`src/rtl/bcd_seq_conv_if.sv`:
```
// Handshake and result bundle between the arithmetic datapath and the BCD converter.
// master = requester (datapath / bench), slave = converter.
interface bcd_seq_conv_if #(
  parameter int W      = 16,
  parameter int DIGITS = 5
);
  logic                  start;
  logic [W-1:0]          bin;
  logic                  ready;
  logic                  busy;
  logic                  done;
  logic [4*DIGITS-1:0]   bcd;
  logic                  sign;
  logic                  overflow;

  modport master (
    output start, bin,
    input  ready, busy, done, bcd, sign, overflow
  );

  modport slave (
    input  start, bin,
    output ready, busy, done, bcd, sign, overflow
  );
endinterface

```
`src/rtl/bcd_seq_conv.sv`:
```
// Sequential binary-to-BCD converter: one shift-and-add-3 step per clock,
// optional two's-complement input, saturating to all nines on overflow.
//
//   state | meaning
//   IDLE  | ready for a new operand; start loads it
//   SHIFT | one double-dabble step per cycle, W cycles
//   DONE  | results just published, done pulse for one cycle
module bcd_seq_conv #(
  parameter int W      = 16,
  parameter int DIGITS = 5,
  parameter bit SIGNED = 1'b0
) (
  input  logic           clk,
  input  logic           rst,
  bcd_seq_conv_if.slave  bus
);

  localparam int CW = $clog2(W + 1);
  localparam int BW = 4 * DIGITS;

  typedef enum logic [1:0] {
    IDLE  = 2'd0,
    SHIFT = 2'd1,
    DONE  = 2'd2
  } state_t;

  state_t          state;
  state_t          state_nxt;
  logic [CW-1:0]   cnt;
  logic [W-1:0]    opnd;
  logic [BW-1:0]   dig;
  logic            ovf_acc;
  logic            sign_pend;

  logic [W-1:0]    load_val;
  logic            load_sign;
  logic [BW-1:0]   dig_adj;
  logic [BW-1:0]   dig_shift;
  logic            shift_out;
  logic            last_shift;
  logic            ovf_final;

  // Negative operands are converted as magnitude; -2^(W-1) maps to 2^(W-1),
  // which still fits in W unsigned bits.
  always_comb begin
    load_val  = bus.bin;
    load_sign = 1'b0;
    if (SIGNED && bus.bin[W-1]) begin
      load_val  = -bus.bin;
      load_sign = 1'b1;
    end
  end

  always_comb begin
    dig_adj = dig;
    for (int k = 0; k < DIGITS; k++) begin
      if (dig[4*k +: 4] >= 4'd5) begin
        dig_adj[4*k +: 4] = dig[4*k +: 4] + 4'd3;
      end
    end
    dig_shift  = {dig_adj[BW-2:0], opnd[W-1]};
    shift_out  = dig_adj[BW-1];
    last_shift = (cnt == CW'(W - 1));
    ovf_final  = ovf_acc | shift_out;
  end

  always_ff @(posedge clk) begin
    if (rst) begin
      state <= IDLE;
    end else begin
      state <= state_nxt;
    end
  end

  always_comb begin
    state_nxt = state;
    bus.ready = 1'b0;
    bus.busy  = 1'b0;
    bus.done  = 1'b0;
    case (state)
      IDLE: begin
        bus.ready = 1'b1;
        if (bus.start) begin
          state_nxt = SHIFT;
        end
      end
      SHIFT: begin
        bus.busy = 1'b1;
        if (last_shift) begin
          state_nxt = DONE;
        end
      end
      DONE: begin
        bus.busy  = 1'b1;
        bus.done  = 1'b1;
        state_nxt = IDLE;
      end
      default: begin
        state_nxt = IDLE;
      end
    endcase
  end

  always_ff @(posedge clk) begin
    if (rst) begin
      cnt          <= '0;
      opnd         <= '0;
      dig          <= '0;
      ovf_acc      <= 1'b0;
      sign_pend    <= 1'b0;
      bus.bcd      <= '0;
      bus.sign     <= 1'b0;
      bus.overflow <= 1'b0;
    end else begin
      case (state)
        IDLE: begin
          if (bus.start) begin
            opnd      <= load_val;
            sign_pend <= load_sign;
            dig       <= '0;
            ovf_acc   <= 1'b0;
            cnt       <= '0;
          end
        end
        SHIFT: begin
          dig  <= dig_shift;
          opnd <= opnd << 1;
          cnt  <= cnt + CW'(1);
          if (shift_out) begin
            ovf_acc <= 1'b1;
          end
          // The final step's carry-out must count toward the published overflow.
          if (last_shift) begin
            bus.bcd      <= ovf_final ? {DIGITS{4'h9}} : dig_shift;
            bus.sign     <= sign_pend;
            bus.overflow <= ovf_final;
          end
        end
        default: begin
        end
      endcase
    end
  end

endmodule

```
`src/flat_wrapper.sv`:
```
// flat-port wrapper written by rule: the top's interface ports become plain ports
module bcd_seq_conv_flat 
#(
  parameter int W      = 16,
  parameter int DIGITS = 5,
  parameter bit SIGNED = 1'b0
)
  (clk, rst, bus_start, bus_bin, bus_ready, bus_busy, bus_done, bus_bcd, bus_sign, bus_overflow);
  bcd_seq_conv_if #(.W(W), .DIGITS(DIGITS)) bus_i ();
  input  logic clk;
  input  logic rst;
  input wire logic [$bits(bus_i.start)-1:0] bus_start;
  input wire logic [$bits(bus_i.bin)-1:0] bus_bin;
  output wire logic [$bits(bus_i.ready)-1:0] bus_ready;
  output wire logic [$bits(bus_i.busy)-1:0] bus_busy;
  output wire logic [$bits(bus_i.done)-1:0] bus_done;
  output wire logic [$bits(bus_i.bcd)-1:0] bus_bcd;
  output wire logic [$bits(bus_i.sign)-1:0] bus_sign;
  output wire logic [$bits(bus_i.overflow)-1:0] bus_overflow;
  assign bus_i.start = bus_start;
  assign bus_i.bin = bus_bin;
  assign bus_ready = bus_i.ready;
  assign bus_busy = bus_i.busy;
  assign bus_done = bus_i.done;
  assign bus_bcd = bus_i.bcd;
  assign bus_sign = bus_i.sign;
  assign bus_overflow = bus_i.overflow;
  bcd_seq_conv #(.W(W), .DIGITS(DIGITS), .SIGNED(SIGNED)) u_core (.clk(clk), .rst(rst), .bus(bus_i));
endmodule
```
`config.mk`:
```
export PLATFORM = sky130hd
export DESIGN_NAME = bcd_seq_conv_flat
export DESIGN_NICKNAME = d
export VERILOG_FILES = /design/src/rtl/bcd_seq_conv_if.sv /design/src/rtl/bcd_seq_conv.sv /design/src/flat_wrapper.sv
export SDC_FILE = /design/constraint.sdc
export NUM_CORES = 1
export LEC_CHECK = 0
export ABC_AREA = 1
export CAP_MARGIN = 20
export CORE_ASPECT_RATIO = 0.6
export CORE_MARGIN = 2
export CORE_UTILIZATION = 42
export DETAILED_ROUTE_END_ITERATION = 12
export GPL_TIMING_DRIVEN = 0
export PLACE_DENSITY = 0.62
export SETUP_SLACK_MARGIN = 0.05
export SLEW_MARGIN = 10
export SYNTH_ARGS = -nofsm -noshare
export SYNTH_HDL_FRONTEND = slang
export SYNTH_SLANG_ARGS = --single-unit
```
`constraint.sdc`:
```
create_clock -name clk -period 2.85 [get_ports clk]
set_input_delay 0.4275 -clock clk [delete_from_list [all_inputs] [get_ports clk]]
set_output_delay 0.4275 -clock clk [all_outputs]
set_load 0.02 [all_outputs]
```
; ---- Yosys cells after proc, flatten, opt, wreduce, memory -nomap -nowiden
; Cells that the tools add are included.
[totals]
reg_bits = 65
input_bits = 19
output_inout_bits = 25
elab_cells = 53
[op_classes]
addsub = 6
magnitude_cmp = 5
eq_ne = 6
mux = 21
n_bitwise = 1
n_reduce_logical = 7
[op_table]
columns = cell, n
row1 = $mux 20, 2
row2 = $pmux 20 s2, 1
row3 = $pmux 16 s2, 1
row4 = $add 4x2->4 const B, 5
row5 = $ge 4x3->1 const B, 5
row6 = $mux 4, 5
row7 = $mux 16, 1
row8 = $pmux 5 s2, 1
row9 = $reduce_and 2->1, 3
row10 = $add 5x1->5 const B, 1
row11 = $eq 5x4->1 const B, 1
row12 = $mux 1, 5
row13 = $mux 5, 1
row14 = $mux 2, 2
row15 = $ne 2x1->1 const B, 2
row16 = $pmux 2 s2, 1
row17 = $reduce_and 3->1, 1
row18 = $eq 2x1->1 const B, 1
row19 = $eq 2x2->1 const B, 1
row20 = $logic_not 2->1, 1
row21 = $ne 2x2->1 const B, 1
row22 = $pmux 1 s2, 1
row23 = $reduce_bool 2->1, 1
row24 = $reduce_or 2->1, 1
row25 = $or 1x1->1, 1

; ---- Longest topological paths before layout
[depth]
word_depth = 4
mapped_depth = 12
depth_no_buf = 11

; ---- Worst setup path before layout
; No wires, ideal clock.
[synth_path]
path_kind = register -> register
from = reg u_core.cnt[0]
to = reg u_core.bus.bcd[12]
setup_time_ns = 0.062
t_arrival_ns = 1.513
required_time_ns = 2.788
slack_ns = 1.275
path_stages_with_launch = 10
path_buffers = 1
period_less_slack_ns = 1.575
cell_sequence = dfxtp_1 -> ha_1 -> inv_1 -> nor3_1 -> ha_1 -> nand2_2 -> inv_4 -> buf_2 -> o21ai_0 -> nor2_2
[synth_via]
elab_chain_cells = 2
[synth_lines]
columns = element, line_no
row1 = "start, declared", bcd_seq_conv.sv:29  ; logic [CW-1:0] cnt;
row2 = "start signal, assigned", bcd_seq_conv.sv:128  ; cnt <= cnt + CW'(1);
row3 = $eq 5x4->1, bcd_seq_conv.sv:63  ; last_shift = (cnt == CW'(W - 1));
row4 = $reduce_and 2->1 (no line), n/a
row5 = "end signal, assigned", bcd_seq_conv.sv:134  ; bus.bcd <= ovf_final ? {DIGITS{4'h9}} : dig_shift;
row6 = "end, declared", bcd_seq_conv_if.sv:23  ; output ready, busy, done, bcd, sign, overflow
; Every way passes these cells.
; A chain may end at the register's enable or synchronous reset.

; ---- Worst setup path in the final report
[layout_path]
from = reg u_core.state[1]
to = out bus_busy
[layout_via]
elab_chain_cells = 3
elab_cells_between_ends = 4
classes_between = 2 x eq/ne / 1 x mux / 1 x reduce/logical
[layout_lines]
columns = element, line_no
row1 = "start, declared", bcd_seq_conv.sv:27  ; state_t state;
row2 = "start signal, assigned", bcd_seq_conv.sv:71  ; state <= state_nxt;
row3 = $eq 2x2->1 / $eq 2x1->1 (equally long branches), bcd_seq_conv.sv:80  ; case (state)
row4 = $reduce_or 2->1 (no line) (*), n/a
row5 = $mux 1 (*), bcd_seq_conv.sv:80
row6 = "end, declared", flat_wrapper.sv:15  ; output wire logic [$bits(bus_i.busy)-1:0] bus_busy;
; Every way passes the cells marked *; elsewhere a longest branch is shown, timed or not.

==> out/summary.txt <==
======================================================================================
Run status                                                                finished, final reports clean
Final-layout fill cell count                                                       728
Global route overflow                                                                0
Path type of the worst min-delay path                                          reg2reg
Total clock buffers created by CTS                                                   9
Violation count after the first detailed-route iteration                           150
Root buffer cell                                                          sky130_fd_sc_hd__clkbuf_16
Number of flip-flops and latches in the synthesized netlist                         65
Dominant cells by area after synthesis                                    sky130_fd_sc_hd__dfxtp_1 (41%), sky130_fd_sc_hd__nand2_1 (14%), sky130_fd_sc_hd__a21oi_1 (7.9%), sky130_fd_sc_hd__ha_1 (5.9%), sky130_fd_sc_hd__inv_1 (4.3%)
Number of standard cells in the layout, taps in and fillers out                    597
Final Util                                                                       54.7%
Wire length of the first global-routing pass                                 12,900 um
Routed wire length per instance                                                13.0 um
Final critical path time including I/O delays and setup                        2.05 ns
Worst-case clock buffer depth                                                        2
Dpl cells                                                                          581
CTS-repair resized insts                                                             0
Primary FF master, synth                                                  sky130_fd_sc_hd__dfxtp_1
Footprint of the multi-input gates                                        0.00157 sq mm
Type of element capturing the critical path                                 output pin
Estimated wirelength of the detail-placed design                               5540 um
Max Clk Rate                                                                   487 MHz
Drt total wl                                                                   7770 um
Worst Path Arrival                                                             1.63 ns
Fraction of registers with async set or reset after synthesis                       0%
Die outline height                                                             71.4 um
Largest net degree at the start of global routing                                   11
Number of hold-repair buffers added at the cts stage                                 0
Synth cell count leaders                                                  sky130_fd_sc_hd__nand2_1 (119), sky130_fd_sc_hd__dfxtp_1 (65), sky130_fd_sc_hd__a21oi_1 (50), sky130_fd_sc_hd__inv_1 (36), sky130_fd_sc_hd__o21ai_1 (20)
Final clock period utilization by the worst path                                 72.1%
Worst slew margin relative to its limit                                          54.6%
Count of vias placed by the detailed router                                      2,957
Number of distinct standard cells referenced by the synthesized netlist             30
Number of setup violations in the final report                                       0
Final max-slew violation count                                                       0
Antenna cell count                                                                   0
Htree depth                                                                          3
Count of warnings emitted by yosys                                                   0
Worst-path clk slew                                                            0.05 ns
Std cell rows                                                                       24
Number of I/O port buffers                                                          41
Worst setup skew after layout                                               0.00396 ns
Mean number of vias per cell                                                      4.95
Number of cells on the worst reg-to-reg path                                         9
Width of the chip                                                               116 um
# Post-CTS Setup Buffers                                                             0
Number of nets in the finished design                                              522
Critical path required time                                                    2.42 ns
Setup repair after global routing missed its margin                              false
Total Routing Usage GR                                                           20.4%
Post-detailed-route DRC marker count                                                 0
Worst hold path stage count                                                          2
Worst Path Class, Setup                                                        reg2out
Register cell area after layout                                           0.00130 sq mm
Post-synthesis net count                                                           470
Mean instance size in the synthesized netlist                               7.29 sq um
Area of the core                                                          0.00730 sq mm
Number of maximum-capacitance constraint violations                                  0
Routability congestion estimate from global placement                            0.848
PnR worst setup slack                                                         0.796 ns
Max VDD drop                                                                  0.292 mV
Fin Setup TNS                                                                     0 ns
Residual antenna-violating net count after detailed routing                          0
Internal reg-to-reg setup slack                                                0.94 ns
Worst-Skew Late Latency                                                        0.33 ns
Share of final-layout standard cells stronger than drive strength 1              12.8%
Post-Synthesis Cell Area                                                  0.00318 sq mm
Initial core utilization                                                         43.6%
Number of hold-slack violations in the final timing report                           0
Most repeated cell in the gate-level netlist after synthesis              sky130_fd_sc_hd__nand2_1
Share of the yosys chip area belonging to registers                              40.9%
Leakage                                                                        1.56 nW
Area of the die                                                           0.00830 sq mm
First drt pass iteration count                                                       4
Area delta synth->final                                                          25.7%
Ports                                                                               44
Max FO, Critical Path                                                                3
Crit path launch type                                                        flip-flop
Clock sink count                                                                    65
Placement Setup Slack                                                         0.924 ns
Cell type with the largest total area after synthesis                     sky130_fd_sc_hd__dfxtp_1
Vias in the first global route                                                   2,634
Least-Margin Pin Slew                                                         0.681 ns
Share of the synthesized area in the top cell type                               40.9%
Number of flops mapped to enable cells by yosys                                      0
CTS tree                                                                         built
Antenna violations before repair                                                     0
Synthesized instance count                                                         436
Cell area power density                                                    558 mW/mm^2
======================================================================================
## cell usage in the layout (no fill, tap or decap), drive strengths merged
cell / instances
nand4: 7
and3: 1
o22ai: 1
clkinv: 7
o21ai: 30
a31oi: 7
clkbuf: 20
inv: 44
a21oi: 55
conb: 1
nand2: 123
a22oi: 8
buf: 14
nor2: 29
a211oi: 1
nor3: 4
dfxtp: 65
ha: 15
o211ai: 1
nand3: 19
clkdlybuf4s50: 41
## stage by stage
stage	power, mW	hold slack [ns]	instance area, sq um
finish	2.23	0.464	3990
global route	2.33	0.484	3990
global placement	1.22	0.451	3720
CTS	2.25	0.467	3990
floorplan	1.13	0.439	3180
detailed placement	1.22	0.454	3720
## final cells by class
type	count	share of cell area (%)
multi-input combinational	302	39.3
sequential	65	32.6
timing repair buffer	41	10.3
clock buffer	13	6.52
inverter	48	4.64
tap	104	3.26
buffer	21	3.04
clock inverter	3	0.376
## layer usage
metal | wire (um) | share of wire, % | vias up | global-route usage, %
li1 | - | - | 1533 | -
met1 | 4110 | 53 | 1354 | 30.1
met2 | 3160 | 41 | 66 | 27.9
met3 | 467 | 6.0 | 4 | 6.68
met4 | 29 | 0.37 | 0 | 6.75
met5 | 0 | 0 | - | 0
## critical path: stages, from the launching register on
cell                              delay, ns
sky130_fd_sc_hd__dfxtp_1               0.36
sky130_fd_sc_hd__inv_1                 0.07
sky130_fd_sc_hd__ha_1                  0.27
sky130_fd_sc_hd__clkdlybuf4s50_1       0.59
## kinds of logic after synthesis
logic type / synth area share, %
flops: 40.9
other cells: 0.118
simple gates: 25.0
fa+ha+maj: 5.91
buf+inv: 9.65
compound gates: 18.3
## registers in the layout (all words and copies together) (netlist names)
register / flops
u_core.bus.bcd: 20
u_core.dig: 20
u_core.opnd: 16
u_core.cnt: 5
u_core.state: 2
u_core.bus.overflow: 1
u_core.ovf_acc: 1
## power breakdown
part / switching [mW] / internal (mW) / total [mW] / leakage, nW
logic: 0.154 / 0.0894 / 0.244 / 0.893
clock network: 0.394 / 0.631 / 1.03 / 0.139
registers: 0.0173 / 0.940 / 0.958 / 0.526
total: 0.566 / 1.66 / 2.23 / 1.56
## path summary, 6_finish.rpt
| kind | startpoint | to |
|---|---|---|
| worst max-delay path | u_core.state[1] | bus_busy |
| worst max register to register | u_core.cnt[0] | u_core.bus.bcd[1] |
| worst min-delay path | u_core.bus.bcd[18] | u_core.bus.bcd[18] |
| worst min register to register | u_core.bus.bcd[18] | u_core.bus.bcd[18] |
(Power assumes the default switching activity.)
